$ cat config.mk
export PLATFORM = sky130hd
export DESIGN_NAME = mul_div_seq_flat
export DESIGN_NICKNAME = d
export VERILOG_FILES = /design/src/rtl/mul_div_seq_pkg.sv /design/src/rtl/mul_div_seq_if.sv /design/src/rtl/mul_div_seq_sign_fix.sv /design/src/rtl/mul_div_seq.sv /design/src/flat_wrapper.sv
export SDC_FILE = /design/constraint.sdc
export NUM_CORES = 1
export LEC_CHECK = 0
export CORE_MARGIN = 2
export CORE_UTILIZATION = 34
export CTS_CLUSTER_DIAMETER = 30
export CTS_CLUSTER_SIZE = 24
export DETAILED_ROUTE_END_ITERATION = 10
export HOLD_SLACK_MARGIN = 0.03
export PLACE_DENSITY = 0.48
export SKIP_CTS_REPAIR_TIMING = 1
export SYNTH_ARGS = -nofsm -noshare
export SYNTH_HDL_FRONTEND = slang
export SYNTH_HIERARCHICAL = 1
export SYNTH_SLANG_ARGS = --single-unit
export TNS_END_PERCENT = 100
$ cat constraint.sdc
create_clock -name iCLK -period 3.6 [get_ports iCLK]
set_input_delay 0.72 -clock iCLK [delete_from_list [all_inputs] [get_ports iCLK]]
set_output_delay 0.72 -clock iCLK [all_outputs]
set_load 0.1 [all_outputs]
$ cat src/rtl/mul_div_seq_pkg.sv
// Shared constants for the RV32M sequential multiply/divide unit:
// funct3 op codes, FSM state encoding and operand signedness helpers.
package mul_div_seq_pkg;

  localparam logic [2:0] FUNCT3_MUL    = 3'b000;
  localparam logic [2:0] FUNCT3_MULH   = 3'b001;
  localparam logic [2:0] FUNCT3_MULHSU = 3'b010;
  localparam logic [2:0] FUNCT3_MULHU  = 3'b011;
  localparam logic [2:0] FUNCT3_DIV    = 3'b100;
  localparam logic [2:0] FUNCT3_DIVU   = 3'b101;
  localparam logic [2:0] FUNCT3_REM    = 3'b110;
  localparam logic [2:0] FUNCT3_REMU   = 3'b111;

  // The decoder raises iStart for OP-class instructions carrying the MULDIV funct7
  localparam logic [6:0] OPCODE_RV32M  = 7'b0110011;
  localparam logic [6:0] FUNCT7_MULDIV = 7'b0000001;

  typedef enum logic [1:0] {
    ST_IDLE = 2'd0,
    ST_CALC = 2'd1,
    ST_FIX  = 2'd2,
    ST_DONE = 2'd3
  } md_state_e;

  function automatic logic op_signed_a(input logic [2:0] funct3);
    return (funct3 == FUNCT3_MULH) || (funct3 == FUNCT3_MULHSU) ||
           (funct3 == FUNCT3_DIV)  || (funct3 == FUNCT3_REM);
  endfunction

  function automatic logic op_signed_b(input logic [2:0] funct3);
    return (funct3 == FUNCT3_MULH) || (funct3 == FUNCT3_DIV) ||
           (funct3 == FUNCT3_REM);
  endfunction

endpackage

$ cat src/rtl/mul_div_seq_if.sv
// Request/response bundle between the issuing pipeline (master) and the
// multiply/divide unit (slave).
interface mul_div_seq_if #(
  parameter int XLEN = 32
);

  logic            iStart;
  logic [2:0]      iFunct3;
  logic [XLEN-1:0] iA;
  logic [XLEN-1:0] iB;
  logic            iFlush;
  logic            oReady;
  logic            oBusy;
  logic            oDone;
  logic [XLEN-1:0] oResult;

  modport master (
    output iStart, iFunct3, iA, iB, iFlush,
    input  oReady, oBusy, oDone, oResult
  );

  modport slave (
    input  iStart, iFunct3, iA, iB, iFlush,
    output oReady, oBusy, oDone, oResult
  );

endinterface

$ cat src/rtl/mul_div_seq_sign_fix.sv
// Combinational result stage: restores the sign of the magnitude result and
// picks the product half, quotient or remainder for the latched op.
module md_sign_fix
  import mul_div_seq_pkg::*;
#(
  parameter int XLEN = 32
) (
  input  logic [2:0]        funct3,
  input  logic [2*XLEN-1:0] acc,
  input  logic              neg_res,
  input  logic              neg_rem,
  output logic [XLEN-1:0]   result
);

  logic [2*XLEN-1:0] product;
  logic [XLEN-1:0]   quotient;
  logic [XLEN-1:0]   remainder;

  // For divides the accumulator holds {remainder, quotient}; for multiplies the full product
  always_comb begin
    product   = neg_res ? -acc : acc;
    quotient  = neg_res ? -acc[XLEN-1:0] : acc[XLEN-1:0];
    remainder = neg_rem ? -acc[2*XLEN-1:XLEN] : acc[2*XLEN-1:XLEN];
    result    = '0;
    case (funct3)
      FUNCT3_MUL:                               result = product[XLEN-1:0];
      FUNCT3_MULH, FUNCT3_MULHSU, FUNCT3_MULHU: result = product[2*XLEN-1:XLEN];
      FUNCT3_DIV, FUNCT3_DIVU:                  result = quotient;
      default:                                  result = remainder;
    endcase
  end

endmodule

$ cat src/rtl/mul_div_seq.sv
// Sequential RV32M multiply/divide unit: shift-add multiply and restoring
// divide on operand magnitudes, one bit per cycle, with sign fix-up at the end.
module mul_div_seq
  import mul_div_seq_pkg::*;
#(
  parameter int XLEN  = 32,
  parameter int CNT_W = $clog2(XLEN) + 1
) (
  input logic          iCLK,
  input logic          iRST,
  mul_div_seq_if.slave bus
);

  localparam logic [XLEN-1:0]  SIGNED_MIN = {1'b1, {(XLEN-1){1'b0}}};
  localparam logic [CNT_W-1:0] CNT_LOAD   = CNT_W'(XLEN - 1);

  md_state_e         state;
  md_state_e         state_next;
  logic [CNT_W-1:0]  cnt;
  logic [2:0]        funct3_q;
  logic [2*XLEN-1:0] acc;
  logic [2*XLEN-1:0] acc_step;
  logic [XLEN-1:0]   opb;
  logic              neg_res_q;
  logic              neg_rem_q;
  logic [XLEN-1:0]   fix_result;
  logic [XLEN-1:0]   fix_q;
  logic [XLEN-1:0]   result_q;
  logic              done_q;

  logic              accept;
  logic              step_en;
  logic              fix_en;
  logic              done_en;

  logic              sign_a;
  logic              sign_b;
  logic [XLEN-1:0]   abs_a;
  logic [XLEN-1:0]   abs_b;
  logic              div_zero;
  logic              div_ovf;
  logic              bypass;
  logic [XLEN:0]     mul_sum;
  logic [XLEN:0]     div_diff;

  // Operand decode, only meaningful on the accept edge
  always_comb begin
    sign_a   = op_signed_a(bus.iFunct3) & bus.iA[XLEN-1];
    sign_b   = op_signed_b(bus.iFunct3) & bus.iB[XLEN-1];
    abs_a    = sign_a ? -bus.iA : bus.iA;
    abs_b    = sign_b ? -bus.iB : bus.iB;
    div_zero = bus.iFunct3[2] && (bus.iB == '0);
    div_ovf  = bus.iFunct3[2] && !bus.iFunct3[0] &&
               (bus.iA == SIGNED_MIN) && (bus.iB == '1);
    bypass   = div_zero | div_ovf;
  end

  // One iteration: multiply adds into the upper half and shifts right,
  // divide shifts the remainder left and keeps the trial subtraction if it fits
  always_comb begin
    mul_sum  = {1'b0, acc[2*XLEN-1:XLEN]} + {1'b0, (acc[0] ? opb : '0)};
    div_diff = acc[2*XLEN-1:XLEN-1] - {1'b0, opb};
    acc_step = {mul_sum, acc[XLEN-1:1]};
    if (funct3_q[2]) begin
      acc_step = div_diff[XLEN] ? {acc[2*XLEN-2:0], 1'b0}
                                : {div_diff[XLEN-1:0], acc[XLEN-2:0], 1'b1};
    end
  end

  always_ff @(posedge iCLK) begin
    if (iRST) state <= ST_IDLE;
    else      state <= state_next;
  end

  always_comb begin
    state_next = state;
    if (bus.iFlush) begin
      state_next = ST_IDLE;
    end else begin
      case (state)
        ST_IDLE: if (bus.iStart) state_next = bypass ? ST_FIX : ST_CALC;
        ST_CALC: if (cnt == '0)  state_next = ST_FIX;
        ST_FIX:  state_next = ST_DONE;
        ST_DONE: state_next = ST_IDLE;
        default: state_next = ST_IDLE;
      endcase
    end
  end

  always_comb begin
    bus.oReady = (state == ST_IDLE);
    bus.oBusy  = (state != ST_IDLE);
    accept     = (state == ST_IDLE) && bus.iStart && !bus.iFlush;
    step_en    = (state == ST_CALC) && !bus.iFlush;
    fix_en     = (state == ST_FIX)  && !bus.iFlush;
    done_en    = (state == ST_DONE) && !bus.iFlush;
  end

  // Special divides preload the accumulator so the normal fix-up yields the architected answer
  always_ff @(posedge iCLK) begin
    if (iRST) begin
      cnt       <= '0;
      funct3_q  <= '0;
      acc       <= '0;
      opb       <= '0;
      neg_res_q <= 1'b0;
      neg_rem_q <= 1'b0;
      fix_q     <= '0;
      result_q  <= '0;
      done_q    <= 1'b0;
    end else begin
      done_q <= done_en;
      if (accept) begin
        funct3_q <= bus.iFunct3;
        cnt      <= CNT_LOAD;
        opb      <= abs_b;
        if (div_zero) begin
          acc       <= {bus.iA, {XLEN{1'b1}}};
          neg_res_q <= 1'b0;
          neg_rem_q <= 1'b0;
        end else if (div_ovf) begin
          acc       <= {{XLEN{1'b0}}, SIGNED_MIN};
          neg_res_q <= 1'b0;
          neg_rem_q <= 1'b0;
        end else begin
          acc       <= {{XLEN{1'b0}}, abs_a};
          neg_res_q <= sign_a ^ sign_b;
          neg_rem_q <= sign_a;
        end
      end
      if (step_en) begin
        acc <= acc_step;
        if (cnt != '0) cnt <= cnt - 1'b1;
      end
      if (fix_en)  fix_q    <= fix_result;
      if (done_en) result_q <= fix_q;
    end
  end

  md_sign_fix #(
    .XLEN(XLEN)
  ) u_sign_fix (
    .funct3 (funct3_q),
    .acc    (acc),
    .neg_res(neg_res_q),
    .neg_rem(neg_rem_q),
    .result (fix_result)
  );

  assign bus.oDone   = done_q;
  assign bus.oResult = result_q;

endmodule

$ cat src/flat_wrapper.sv
// flat-port wrapper written by rule: the top's interface ports become plain ports
module mul_div_seq_flat import mul_div_seq_pkg::*;
#(
  parameter int XLEN  = 32,
  parameter int CNT_W = $clog2(XLEN) + 1
)
  (iCLK, iRST, bus_iStart, bus_iFunct3, bus_iA, bus_iB, bus_iFlush, bus_oReady, bus_oBusy, bus_oDone, bus_oResult);
  mul_div_seq_if #(.XLEN(XLEN)) bus_i ();
  input logic iCLK;
  input logic iRST;
  input wire logic [$bits(bus_i.iStart)-1:0] bus_iStart;
  input wire logic [$bits(bus_i.iFunct3)-1:0] bus_iFunct3;
  input wire logic [$bits(bus_i.iA)-1:0] bus_iA;
  input wire logic [$bits(bus_i.iB)-1:0] bus_iB;
  input wire logic [$bits(bus_i.iFlush)-1:0] bus_iFlush;
  output wire logic [$bits(bus_i.oReady)-1:0] bus_oReady;
  output wire logic [$bits(bus_i.oBusy)-1:0] bus_oBusy;
  output wire logic [$bits(bus_i.oDone)-1:0] bus_oDone;
  output wire logic [$bits(bus_i.oResult)-1:0] bus_oResult;
  assign bus_i.iStart = bus_iStart;
  assign bus_i.iFunct3 = bus_iFunct3;
  assign bus_i.iA = bus_iA;
  assign bus_i.iB = bus_iB;
  assign bus_i.iFlush = bus_iFlush;
  assign bus_oReady = bus_i.oReady;
  assign bus_oBusy = bus_i.oBusy;
  assign bus_oDone = bus_i.oDone;
  assign bus_oResult = bus_i.oResult;
  mul_div_seq #(.XLEN(XLEN), .CNT_W(CNT_W)) u_core (.iCLK(iCLK), .iRST(iRST), .bus(bus_i));
endmodule
==> run summary <==
The flow ran to the end, and the final reports show no timing, DRC or antenna violations. The commonest cells after synthesis are sky130_fd_sc_hd__nand2_1, sky130_fd_sc_hd__a21oi_1, sky130_fd_sc_hd__dfxtp_1. The critical-path maximum fanout came out at 4. The launch instance of the worst register-to-register path is u_core/opb[1].

The worst pin sits at a relative slew slack of 19.38%. The clock tree root buffer cell is sky130_fd_sc_hd__clkbuf_16. Summing the areas of all and, or, nand and nor instances in the mapped netlist gives 25.91% of the synthesized area. Of the synthesized area, sequential elements account for 21.77%.

The fraction of layout cells with a size suffix above 1 is 14.11%. STA classifies the critical path endpoint as a flip-flop. The upper clock frequency limit is 291.5 MHz.

The max-slew violation total from the final report is 0. The clock period minus worst slack came out at 3.431 ns. The number of warnings printed during yosys synthesis is 6. The worst clock skew came out at 0.01037 ns. The combinational fraction of design power is 32.4%. For this configuration, the core starts out at a cell density of 34.44%.

The width of the die is 220.9 um. The count of max-cap constraint violations is 0. The area fraction in compound gates after synthesis came out at 28.97%. The signal arrival time at the worst endpoint came out at 3.77 ns. Setup repair after global routing left no endpoint under its margin. The routed design uses 5114 um of met3 wire. Measured against the total synthesized area, the mux share comes to 4.051%.

The total non-filler cell area in the finished layout is 19470 um^2. The total CTS buffers is 17. The internal portion of the total power is 0.003859 W.

The post-route setup TNS came out at 0 ns. The number of DRC markers in iteration 0 is 1759. The total routed wire length on the met1 layer came out at 32940 um.

Before antenna repair, the detailed router went through 5 iterations. Detailed routing placed a total of 29840 um of wire on met2. In this run, distinct cell masters in the synthesized netlist total 100. The number of register bits inferred by synthesis is 174. The post-route DRC violation count came out at 0. The worst-case setup slack after placement came out at 0.006604 ns.

The H-tree depth reported by CTS is 4. The highest layer touched by signal routing is met4. The area fraction of the dominant cell type after synthesis is 21.77%. The full die area came out at 48810 um^2. The worst flop-to-flop path endpoint is u_core/acc[63]. The post-synthesis share of cell area spent on xor and xnor gates is 8.102%. The area growth from synthesis to layout is 21.67%. The clock latency at the later pin of the worst-skew pair is 0.50 ns. The standard cell area after detailed placement came out at 18790 um^2. The synthesized netlist cell count came out at 2151. The maximum vdd ir drop came out at 0.3044 mV. Summed over all nets, the half-perimeter wirelength after detailed placement is 54020 um.

The start-to-end type of the worst setup path is reg2reg. The count of flip-flops with a built-in enable after synthesis came out at 0. Of all flip-flops after synthesis, the portion carrying an async set or reset was 0%. The number of global-route vias before repair is 16480. The proportion of total power due to net switching came out at 37.44%. The wire length of the first global-routing pass is 103700 um. The global-route total usage across every layer is 27.66%.

For hold timing, the worst endpoint is u_core/bus.oResult[20]. The detail-routed net length per standard cell is 23.43 um. Summed over all nets, the switching power comes to 0.002309 W. The overall overflow remaining after global route came out at 0. The global placer's final weighted congestion is 0.9845. In this run the register-to-register setup slack is 0.17 ns. Counting cells, the worst reg-to-reg path comes to 11. After filler insertion, the fill cell instance count of the layout stands at 4842. The clock transition at the register clock pins on the worst setup and hold paths after CTS is 0.08 ns. The boundary pin count is 106. The leakage power is 7.471 nW. The number of clock sinks came out at 174. In the post-synthesis netlist, the biggest area contributors are sky130_fd_sc_hd__dfxtp_1, sky130_fd_sc_hd__a21oi_1, sky130_fd_sc_hd__nand2_1. The via count is 17520. The count of buffers from port buffering is 105. The most frequently used cell type in the post-synthesis netlist is sky130_fd_sc_hd__nand2_1. The hold violation total from the final report is 0. The transition time at the pin with the least slew margin is 1.203 ns. The die is 220.9 um tall. The share of the clock period used by the worst path came out at 95.30%.

The critical path data required time came out at 3.94 ns. The fraction of the mapped netlist area in adder cells came out at 6.116%. The number of inserted diodes is 0. In this run the worst hold path is classified as reg2reg. The number of antenna violations at the first check in global routing is 0. The remaining number of nets flagged by the antenna check after routing is 0. Entering global routing, the biggest net connects 99 pins. The startpoint identified for the worst hold timing path is u_core/bus.oResult[20]. The worst hold slack across all endpoints is 0.4546 ns. The largest family of logic cells by synthesized area is compound AO/OA/AOI/OAI gates. After the last flow step, the layout net total stands at 2481. The depth of the worst hold-timing path came out at 2. Of all cell types, the one taking the most synthesized area is sky130_fd_sc_hd__dfxtp_1. The core region is 46460 um^2. The floorplan has 79 rows. The power density relative to cell area is 316.8 nW/um^2. The number of nets in the synthesized netlist came out at 2299.

The worst setup path is launched from a flip-flop. The per-instance average area after synthesis is 7.438 um^2. The detailed-route vias per instance is 5.931. The share of total power dissipated in sequential elements is 34.5%. The commonest register cell after synthesis is sky130_fd_sc_hd__dfxtp_1. The clock tree from TritonCTS is built.

Per report_power, the clock group accounts for 33.1% of the total. The synthesized area is 16000 um^2. The final wirelength came out at 69200 um. The final critical-path setup slack is 0.1691 ns.

In this run the deepest clock path goes through 2 buffers. Setup violations remaining at the end of the flow were counted as 0.
[worst max-delay path, cell delays in order (launching register included)]
cell and delay, ns:
sky130_fd_sc_hd__dfxtp_1 0.45, sky130_fd_sc_hd__inv_1 0.07, sky130_fd_sc_hd__ha_1 0.27, sky130_fd_sc_hd__nor2b_1 0.15
sky130_fd_sc_hd__o31a_1 0.29, sky130_fd_sc_hd__o311a_1 0.43, sky130_fd_sc_hd__or3b_1 0.47, sky130_fd_sc_hd__and3_4 0.21
sky130_fd_sc_hd__o41ai_4 0.33, sky130_fd_sc_hd__nor4b_1 0.10, sky130_fd_sc_hd__o32ai_1 0.39, sky130_fd_sc_hd__o22ai_1 0.12
[metrics by stage]
stage	util, %	cells	total power [W]
finish	41.90	2953	0.006168
global route	41.90	2953	0.006435
CTS	41.78	2950	0.006158
detailed placement	40.44	2918	0.004099
global placement	40.44	2918	0.004089
floorplan	-	2151	0.003310
[worst max-delay path by stage]
stage / start / endpoint / slack (ns) / depth (start not counted)
2_1_floorplan: u_core/state[0] / u_core/opb[25] / 0.02 / 8
3_3_place_gp: bus_iA[6] / u_core/acc[0] / 0.03 / 9
3_5_place_dp: bus_iA[6] / u_core/acc[0] / 0.007 / 9
4_1_cts: u_core/acc[31] / u_core/acc[35] / 0.04 / 13
5_1_grt: u_core/acc[31] / u_core/acc[35] / 0.001 / 14
6_report: u_core/opb[1] / u_core/acc[63] / 0.17 / 11
[layer usage]
metal / GRT usage, % / up-vias
met4: 7.447 / 0
met5: 0 / -
met1: 40.07 / 8487
met2: 42.01 / 645
li1: - / 8306
met3: 4.740 / 77
[final cells by class]
| type | instances | area, um^2 | share of cell area [%] |
|---|---|---|---|
| clock inverter | 15 | 196.4 | 1.009 |
| timing repair buffer | 298 | 2596 | 13.34 |
| sequential | 174 | 3487 | 17.91 |
| tap | 607 | 759.5 | 3.902 |
| clock buffer | 17 | 425.4 | 2.185 |
| multi-input combinational | 1777 | 11760 | 60.40 |
| inverter | 65 | 244.0 | 1.253 |
[layout by cell type (no fill, tap or decap), types with 31 or more instances in the layout]
cell type                         instances
sky130_fd_sc_hd__xor2_1                  69
sky130_fd_sc_hd__nand2_1                274
sky130_fd_sc_hd__nor3_1                  61
sky130_fd_sc_hd__inv_1                   64
sky130_fd_sc_hd__nor4_1                  31
sky130_fd_sc_hd__and2_1                  40
sky130_fd_sc_hd__a21oi_1                209
sky130_fd_sc_hd__nor2_1                 159
sky130_fd_sc_hd__nand4_1                 31
sky130_fd_sc_hd__dfxtp_1                173
sky130_fd_sc_hd__ha_1                    74
sky130_fd_sc_hd__clkdlybuf4s50_1        100
sky130_fd_sc_hd__xnor2_1                 79
sky130_fd_sc_hd__nand3_1                 41
sky130_fd_sc_hd__mux2i_1                 49
sky130_fd_sc_hd__o21ai_0                 91
sky130_fd_sc_hd__a211oi_1                45
sky130_fd_sc_hd__buf_4                  189
sky130_fd_sc_hd__a21o_1                  42
[logic make-up (layout without fill, tap and decap cells)]
family,count (synthesis),count (layout)
AOI/OAI and AO/OA,679,679
xor gates and xnor gates,148,148
adders and majority gates,77,77
buffers and inverters,200,395
DFF,174,174
muxes,63,63
and+or+nand+nor,810,810
[flip-flops by register name (all words and copies together), names as in the netlist]
name and cells:
u_core/cnt 6, u_core/bus.oResult 32, u_core/acc 64, u_core/neg_rem_q 1, u_core/opb 32, u_core/bus.oDone 1
u_core/funct3_q 3, u_core/neg_res_q 1, u_core/fix_q 32, u_core/state 2
[power groups by stage]
stage | Sequential (W) | Combinational, W | Clock, W
after floorplan | 0.00213 | 0.00118 | 0
after global placement | 0.00217 | 0.00192 | 0
after detailed placement | 0.00217 | 0.00193 | 0
after CTS | 0.00212 | 0.00194 | 0.00210
after global routing | 0.00214 | 0.00215 | 0.00215
final | 0.00213 | 0.00200 | 0.00204
(Power assumes the default switching activity.)
